<file path="src/rtl/jt03_bus_writer.sv">
// ---------------------------------------------------------------------------
// jt03_bus_writer
//
// Upstream bus master for the jt03 (YM2203) core. Write requests of the form
// {register, value} arrive on a valid/ready interface and are queued in a
// small FIFO. Each request is replayed as the chip's two-phase write:
//   address phase : addr=0, din=register, wr_n pulsed low
//   gap           : cs_n/wr_n high, din keeps the register number
//   data phase    : addr=1, din=value, wr_n pulsed low
//   recovery      : fixed wait (or status poll when the option is built in)
// All bus timing advances only on clock-enable ticks (cen=1). The FIFO
// accepts pushes on every clk regardless of cen.
//
// Build option:
//   JT03_BUSY_POLL_EN - when defined, the fixed recovery wait is replaced by
//   a status poll: cs_n=0, addr=0, rd_n=0 and chip_dout[7] is sampled each
//   cen tick. The bus returns to idle on the first tick with bit 7 clear,
//   but never before DATA_WAIT ticks. When undefined, rd_n is tied high and
//   chip_dout is ignored.
//
// Parameters:
//   FIFO_AW   - log2 of the request FIFO depth
//   WR_PULSE  - wr_n low time per phase, in cen ticks (>=1)
//   ADDR_WAIT - gap between address and data phase, in cen ticks (>=1)
//   DATA_WAIT - recovery after the data phase, in cen ticks (>=1)
//
// Ports:
//   clk        system clock (same as jt03 clk)
//   rst        asynchronous active-high reset
//   cen        clock enable shared with jt03
//   flush      synchronous FIFO clear
//   req_valid  request present
//   req_ready  FIFO can accept a request
//   req_reg    jt03 register number
//   req_val    value to write
//   chip_dout  jt03 status output (only used with JT03_BUSY_POLL_EN)
//   cs_n       jt03 chip select
//   wr_n       jt03 write strobe
//   rd_n       jt03 read strobe
//   addr       jt03 address line
//   din        jt03 data bus
//   busy       FIFO non-empty or a transaction in flight
//   level      FIFO occupancy
// ---------------------------------------------------------------------------
module jt03_bus_writer #(
   parameter int FIFO_AW   = 3,
   parameter int WR_PULSE  = 1,
   parameter int ADDR_WAIT = 2,
   parameter int DATA_WAIT = 4
) (
   input  logic               clk,
   input  logic               rst,
   input  logic               cen,
   input  logic               flush,
   input  logic               req_valid,
   output logic               req_ready,
   input  logic [7:0]         req_reg,
   input  logic [7:0]         req_val,
   input  logic [7:0]         chip_dout,
   output logic               cs_n,
   output logic               wr_n,
   output logic               rd_n,
   output logic               addr,
   output logic [7:0]         din,
   output logic               busy,
   output logic [FIFO_AW:0]   level
);

   localparam int                 Depth     = 1 << FIFO_AW;
   localparam logic [FIFO_AW:0]   FullLevel = Depth[FIFO_AW:0];
   localparam int                 TW        = 16;

`ifdef JT03_BUSY_POLL_EN
   typedef enum logic [2:0] {
      IDLE,
      A_WR,
      A_GAP,
      D_WR,
      POLL
   } state_t;
`else
   typedef enum logic [2:0] {
      IDLE,
      A_WR,
      A_GAP,
      D_WR,
      D_REC
   } state_t;
`endif

   // ------------------------------------------------------------------
   // Request FIFO storage and bookkeeping
   // ------------------------------------------------------------------
   logic [15:0]          mem_q [Depth];
   logic [FIFO_AW-1:0]   wptr_q;
   logic [FIFO_AW-1:0]   rptr_q;
   logic [FIFO_AW:0]     level_q;
   logic [FIFO_AW:0]     level_d;
   logic                 ready_q;
   logic                 push;
   logic                 pop;
   logic [15:0]          popData;

   // FSM registers and registered bus outputs
   state_t               state_q;
   logic [TW-1:0]        timer_q;
   logic [7:0]           val_q;
   logic                 cs_n_q;
   logic                 wr_n_q;
   logic                 addr_q;
   logic [7:0]           din_q;

   assign push    = req_valid && ready_q;
   // A flush cycle never starts a new transaction: the queue is being
   // discarded, so the head entry must not escape onto the bus.
   assign pop     = cen && (state_q == IDLE) && (level_q != '0) && !flush;
   assign popData = mem_q[rptr_q];

   // Next occupancy. Flush dominates, so a push in the same clk is dropped.
   // A simultaneous push and pop leaves the level unchanged.
   always_comb begin
      level_d = level_q;
      if (flush) begin
         level_d = '0;
      end else if (push && !pop) begin
         level_d = level_q + (FIFO_AW+1)'(1);
      end else if (pop && !push) begin
         level_d = level_q - (FIFO_AW+1)'(1);
      end
   end

   // Storage array has no reset; only the pointers define what is valid.
   always_ff @(posedge clk) begin
      if (push && !flush) begin
         mem_q[wptr_q] <= {req_reg, req_val};
      end
   end

   // Pointers wrap naturally at 2^FIFO_AW. req_ready is registered from the
   // next occupancy so it is a clean flop output towards the source.
   always_ff @(posedge clk or posedge rst) begin
      if (rst) begin
         wptr_q  <= '0;
         rptr_q  <= '0;
         level_q <= '0;
         ready_q <= 1'b1;
      end else begin
         level_q <= level_d;
         ready_q <= (level_d != FullLevel);
         if (flush) begin
            wptr_q <= '0;
            rptr_q <= '0;
         end else begin
            if (push) begin
               wptr_q <= wptr_q + FIFO_AW'(1);
            end
            if (pop) begin
               rptr_q <= rptr_q + FIFO_AW'(1);
            end
         end
      end
   end

`ifdef JT03_BUSY_POLL_EN
   logic rd_n_q;
`else
   logic unusedChipDout;
   assign unusedChipDout = ^chip_dout;
`endif

   // ------------------------------------------------------------------
   // Bus sequencer. Each state's timer is loaded with (ticks-1) on entry
   // and the state is left on the tick where the timer reads zero, so a
   // phase lasts exactly its parameter in cen ticks. Outputs are set on
   // the transition into a state, which keeps addr/din stable for the whole
   // wr_n-low window.
   // ------------------------------------------------------------------
   always_ff @(posedge clk or posedge rst) begin
      if (rst) begin
         state_q <= IDLE;
         timer_q <= '0;
         val_q   <= '0;
         cs_n_q  <= 1'b1;
         wr_n_q  <= 1'b1;
         addr_q  <= 1'b0;
         din_q   <= '0;
`ifdef JT03_BUSY_POLL_EN
         rd_n_q  <= 1'b1;
`endif
      end else if (cen) begin
         case (state_q)
            IDLE: begin
               if (pop) begin
                  val_q   <= popData[7:0];
                  din_q   <= popData[15:8];
                  addr_q  <= 1'b0;
                  cs_n_q  <= 1'b0;
                  wr_n_q  <= 1'b0;
                  timer_q <= TW'(WR_PULSE - 1);
                  state_q <= A_WR;
               end
            end
            A_WR: begin
               if (timer_q == '0) begin
                  cs_n_q  <= 1'b1;
                  wr_n_q  <= 1'b1;
                  timer_q <= TW'(ADDR_WAIT - 1);
                  state_q <= A_GAP;
               end else begin
                  timer_q <= timer_q - TW'(1);
               end
            end
            A_GAP: begin
               if (timer_q == '0) begin
                  cs_n_q  <= 1'b0;
                  wr_n_q  <= 1'b0;
                  addr_q  <= 1'b1;
                  din_q   <= val_q;
                  timer_q <= TW'(WR_PULSE - 1);
                  state_q <= D_WR;
               end else begin
                  timer_q <= timer_q - TW'(1);
               end
            end
            D_WR: begin
               if (timer_q == '0) begin
                  wr_n_q  <= 1'b1;
                  addr_q  <= 1'b0;
                  timer_q <= TW'(DATA_WAIT - 1);
`ifdef JT03_BUSY_POLL_EN
                  // Chip stays selected: the poll reads the status register.
                  rd_n_q  <= 1'b0;
                  state_q <= POLL;
`else
                  cs_n_q  <= 1'b1;
                  state_q <= D_REC;
`endif
               end else begin
                  timer_q <= timer_q - TW'(1);
               end
            end
`ifdef JT03_BUSY_POLL_EN
            POLL: begin
               // Minimum dwell first, then wait for the busy flag to clear.
               if (timer_q != '0) begin
                  timer_q <= timer_q - TW'(1);
               end else if (!chip_dout[7]) begin
                  cs_n_q  <= 1'b1;
                  rd_n_q  <= 1'b1;
                  state_q <= IDLE;
               end
            end
`else
            D_REC: begin
               if (timer_q == '0) begin
                  state_q <= IDLE;
               end else begin
                  timer_q <= timer_q - TW'(1);
               end
            end
`endif
            default: begin
               state_q <= IDLE;
            end
         endcase
      end
   end

   assign req_ready = ready_q;
   assign cs_n      = cs_n_q;
   assign wr_n      = wr_n_q;
   assign addr      = addr_q;
   assign din       = din_q;
   assign level     = level_q;
   assign busy      = (state_q != IDLE) || (level_q != '0);
`ifdef JT03_BUSY_POLL_EN
   assign rd_n      = rd_n_q;
`else
   assign rd_n      = 1'b1;
`endif

endmodule

</file>
<file path="config.mk">
export PLATFORM = sky130hd
export DESIGN_NAME = jt03_bus_writer
export DESIGN_NICKNAME = d
export VERILOG_FILES = /design/src/rtl/jt03_bus_writer.sv
export SDC_FILE = /design/constraint.sdc
export NUM_CORES = 1
export LEC_CHECK = 0
export BUFFER_PORTS_ARGS = -buffer_cell sky130_fd_sc_hd__buf_4
export CORE_MARGIN = 2
export CORE_UTILIZATION = 65
export DETAILED_ROUTE_END_ITERATION = 10
export PLACE_DENSITY_LB_ADDON = 0.25
export SLEW_MARGIN = 15
export SYNTH_ARGS = -nofsm -noshare
export SYNTH_HDL_FRONTEND = slang
export SYNTH_SLANG_ARGS = --single-unit
</file>
<file path="constraint.sdc">
create_clock -name clk -period 4 [get_ports clk]
set_input_delay 1 -clock clk [delete_from_list [all_inputs] [get_ports clk]]
set_output_delay 1 -clock clk [all_outputs]
set_load 0.01 [all_outputs]
</file>
# After elaboration in Yosys (flattened, before gate mapping)
# Memory sizes are Yosys's and may differ from the RTL's.
# Cells that the tools add are included.
[word_totals] ff_bits=48 mem_bits_rw=128 in_bits=29 out_inout_bits=18 word_cells=85 n_memories=1
[memory_table] memory="mem_q" words=8 width=16 read_ports=1 rd_clocked_by_memory_dff=0 wr=1 line="94" source="logic [15:0] mem_q [Depth];"
[op_classes] addsub=5 n_eq_ne=12 n_mux=29 reduce_logical=28
[ops] cell="$mux W16" n=5
[ops] cell="$pmux W16 S5" n=1
[ops] cell="$mux W3" n=9
[ops] cell="$logic_not A16 Y1" n=1
[ops] cell="$mux W8" n=2
[ops] cell="$pmux W8 S2" n=1
[ops] cell="$sub A16 B1 Y16 const B" n=1
[ops] cell="$pmux W3 S5" n=1
[ops] cell="$mux W4" n=3
[ops] cell="$ne A2 B2 Y1 const B" n=6
[ops] cell="$reduce_and A5 Y1" n=2
[ops] cell="$reduce_bool A3 Y1" n=3
[ops] cell="$reduce_and A4 Y1" n=2
[ops] cell="$logic_and A1 B1 Y1" n=7
[ops] cell="$add A3 B1 Y3 const B" n=2
[ops] cell="$eq A3 B2 Y1 const B" n=2
[ops] cell="$pmux W1 S3" n=2
[ops] cell="$reduce_and A6 Y1" n=1
[ops] cell="$reduce_bool A2 Y1" n=3
[ops] cell="$mux W1" n=5
[ops] cell="$reduce_bool A5 Y1" n=1
[ops] cell="$add A4 B1 Y4 const B" n=1
[ops] cell="$ne A4 B4 Y1 const B" n=1
[ops] cell="$reduce_bool A4 Y1" n=1
[ops] cell="9 further kinds" n=11

# Longest topological paths before layout
[logic_depth] ltp_word=9 depth_mapped=9 depth_no_buf=7

# Worst setup path before layout
# Ideal clock, no wire load.
[synth_timing] path_kind="input to register" start="input flush" end="memory mem_q[0][0], enable pin" arrival_ns=2.706 t_required_ns=3.591 path_slack_ns=0.885 path_stages=3 path_cell_list="clkbuf_1 -> or3_1 -> nor3_1"
[synth_via] elab_chain_cells=4
[synth_lines] element="start: declaration" line="54" source="input logic flush,"
[synth_lines] element="$logic_not A1 Y1" line="134" source="if (push && !flush) begin"
[synth_lines] element="$logic_and A1 B1 Y1" line="134"
[synth_lines] element="$mux W1" line="134"
[synth_lines] element="$mux W1 (not written as such)" line="135" source="mem_q[wptr_q] <= {req_reg, req_val};"
[synth_lines] element="end: declaration" line="94"
# No other way between the ends.

# Final worst setup path
[layout_timing] start="register timer_q[0]" end="register timer_q[15]"
[layout_via] elab_chain_cells=3 elab_cells_between_ends=9
[layout_lines] element="start: declaration" line="106" source="logic [TW-1:0] timer_q;"
[layout_lines] element="start signal: assignment" line="199" source="timer_q <= TW'(WR_PULSE - 1);"
[layout_lines] element="start signal: assignment" line="207" source="timer_q <= TW'(ADDR_WAIT - 1);"
[layout_lines] element="start signal: assignment" line="210" source="timer_q <= timer_q - TW'(1);"
[layout_lines] element="$sub A16 B1 Y16 / $logic_not A16 Y1 (equally long branches)"
[layout_lines] element="$mux W16 (tied with other cells)" line="255" source="if (timer_q == '0) begin"
[layout_lines] element="$pmux W16 S5 / $reduce_and A4 Y1 (equally long branches)"
# Parallel ways exist; a longest one is shown, timed or not. The select of a mux whose other input is x is not followed.
# A chain may end at the register's enable or synchronous reset.

==> flow_summary.ini <==
[placement]
port_buffers = 37
place_area_um2 = 7870
place_congestion = 0.850
hpwl_um = 8370
dp.cells = 646

[logic_synthesis]
syn_inst = 482
synth.area.top_cells = edfxtp_1 52%, dfrtp_1 15%, mux4_2 9.7%
synth_nets = 516
syn_area_per_cell_um2 = 15.4
ys_seq_elements = 176
async_reset_ff_share_pct = 27.3
synth-main-ff-cell = edfxtp_1
synth_edf_count = 128
synth_area_um2 = 7430
ys_seq_area_share_pct = 67.9
yosysTopAreaCell = edfxtp_1
synth_top_area_share_pct = 51.7
synth_warnings = 0
synth_cell_types = 58

[timing]
worst_slew_pin_slew_ns = 1.01
max_freq_ghz = 0.332
tns_ns = 0
rsz0062_at_grt = false
finalMaxSlewViolations = 0
finalHoldViolCount = 0
finalCriticalPeriod_ns = 3.01
relSlewSlack_pct = 32.7
finalCritPeriodShare_pct = 75.3
hold_slack_ns = 0.530
fin_skew_ns = 0.00602
setup-violations-final = 0

[setup_path]
cp_slowest_cell = a22oi_2
crit_buf_inv = 1
crit_path_max_incr_delay_ns = 0.92
cp.required_ns = 4.34
crit_chain = inv_1, ha_1, nor3b_1, nand4_1, a22oi_2, o21ai_0, a21oi_1
crit_fanout = 26
worst_setup_path_start_kind = flop
crit_family = compound AO/OA/AOI/OAI gates
worstSetupPathType = flop to flop
critPathCaptureType = flop
cp_data_arrival_time_ns = 3.35

[global_routing]
grt_antenna_before_repair = 0
track_usage_pct = 25.0
grt_overflow = 0
grt_pass1_vias = 4402
grt_max_degree = 49
grt_pass1_wl_um = 23100

[floorplan]
ios = 47
initial_core_util_pct = 65.9
num_rows = 39
die_w_um = 111
die_h_um = 111
coreArea_um2 = 11300
fp.dieArea_um2 = 12300

[hold_path]
hold_path.class = flop to flop

[finish]
final_layout_size_suffix_gt1_share_pct = 23.4
fillers = 677
finish.utilization_pct = 74.7
antennaDiodeCount = 0
fin_nets = 556
mostFrequentLayoutCells = 128 x edfxtp_1, 50 x buf_4, 45 x dfrtp_1
final_cell_count_no_fill = 678
syn2layout_area_growth_pct = 13.4
final_common_cell = edfxtp_1
final_area_um2 = 8420

[power_and_ir_drop]
peakVddDrop_uv = 418
cellLeakagePower_nw = 2.94
powerDensity_nw_per_um2 = 478

[route]
drt-pass1-iter-count = 5
drc = 0
drt-total-wl_um = 14400
ant_nets = 0
drt_iter0_drc = 366
vias_per_cell = 6.33
wire_per_inst_um = 21.3
vias = 4293

[clock_tree]
cts_hold_buf = 0
cts_resized = 0
numClockSinks = 176
clk_pin_slew_ns = 0.06
postCtsSetupRepairBufs = 0
clock_latency_ns = 0.42
clock_path_buffers = 2
cts-htree-levels = 4
cts_made_buffers = 17
cts_root_buffer = clkbuf_16
cts_tree = yes

[flow_run]
drv_cap = 0

[status]
status = complete, no violations
[cells by family (layout without fill, tap and decap cells)]
kind of cell / count (synthesis) / in the layout / synth area share, %
flops: 176 / 176 / 67.9
simple gates: 120 / 120 / 8.37
compound gates: 73 / 73 / 5.81
mux: 60 / 60 / 13.6
buf+inv: 38 / 91 / 2.29
xor+xnor: 9 / 9 / 1.06
fa+ha+maj: 5 / 5 / 0.842
other cells: 1 / 1 / 0.0505
[layer usage]
metal,GRT usage [%],up-vias,share of wire (%)
li1,-,1938,-
met1,32.4,2219,42
met2,42.2,108,52
met3,4.65,28,3.9
met4,10.6,0,1.9
met5,0,-,0
[final cells by class]
| cell class | count | area, um2 | area share [%] |
|---|---|---|---|
| inverter | 9 | 35.0 | 0.416 |
| tap | 143 | 179 | 2.12 |
| clock inverter | 7 | 90.1 | 1.07 |
| timing repair buffer | 50 | 375 | 4.46 |
| multi-input combinational | 268 | 2230 | 26.5 |
| sequential | 176 | 5050 | 59.9 |
| clock buffer | 25 | 465 | 5.53 |
[worst register-to-register path, stage by stage, from the launching register on]
cell and delay (ns):
dfrtp_1 0.46, inv_1 0.09, ha_1 0.19, nor3b_1 0.39
nand4_1 0.44, a22oi_2 0.92, o21ai_0 0.26, a21oi_1 0.18
[power by group]
part | switching [W] | total (W) | internal (W)
Combinational | 0.000170 | 0.000306 | 0.000136
Clock | 0.000629 | 0.00156 | 0.000933
Sequential | 0.0000903 | 0.00216 | 0.00207
[registers in the layout (all words and copies together), names as in the netlist, 3 cells and up]
signal	flops
rptr_q	3
mem_q	128
state_q	3
level	4
val_q	8
timer_q	16
wptr_q	3
din	8
[cells in the mapped netlist, drive strengths merged, types with 10 or more instances]
| cell | count |
|---|---|
| a21oi | 40 |
| buf | 14 |
| clkbuf | 15 |
| dfrtp | 46 |
| edfxtp | 128 |
| mux2i | 19 |
| mux4 | 32 |
| nand2 | 18 |
| nor2 | 43 |
| o21ai | 13 |
| or3 | 15 |
| or4 | 10 |
[path summary, 6_finish.rpt]
check	start	slack, ns	cells after the start	endpoint
worst min-delay path	timer_q[11]	0.53	2	timer_q[11]
max in group asynchronous	rst	2.71	2	rptr_q[0]
min in group asynchronous	rst	0.73	2	level[2]
worst max-delay path	timer_q[0]	0.99	7	timer_q[15]
worst max register to register	timer_q[0]	0.99	7	timer_q[15]
worst min register to register	timer_q[11]	0.53	2	timer_q[11]
[per-stage QoR]
stage / total power, W / setup slack [ns]
floorplan: 0.00237 / 0.885
detailed placement: 0.00249 / 1.11
finish: 0.00402 / 0.989
CTS: 0.00404 / 1.08
global route: 0.00416 / 0.716
global placement: 0.00247 / 1.17
Power figures use the tool's default switching activity.
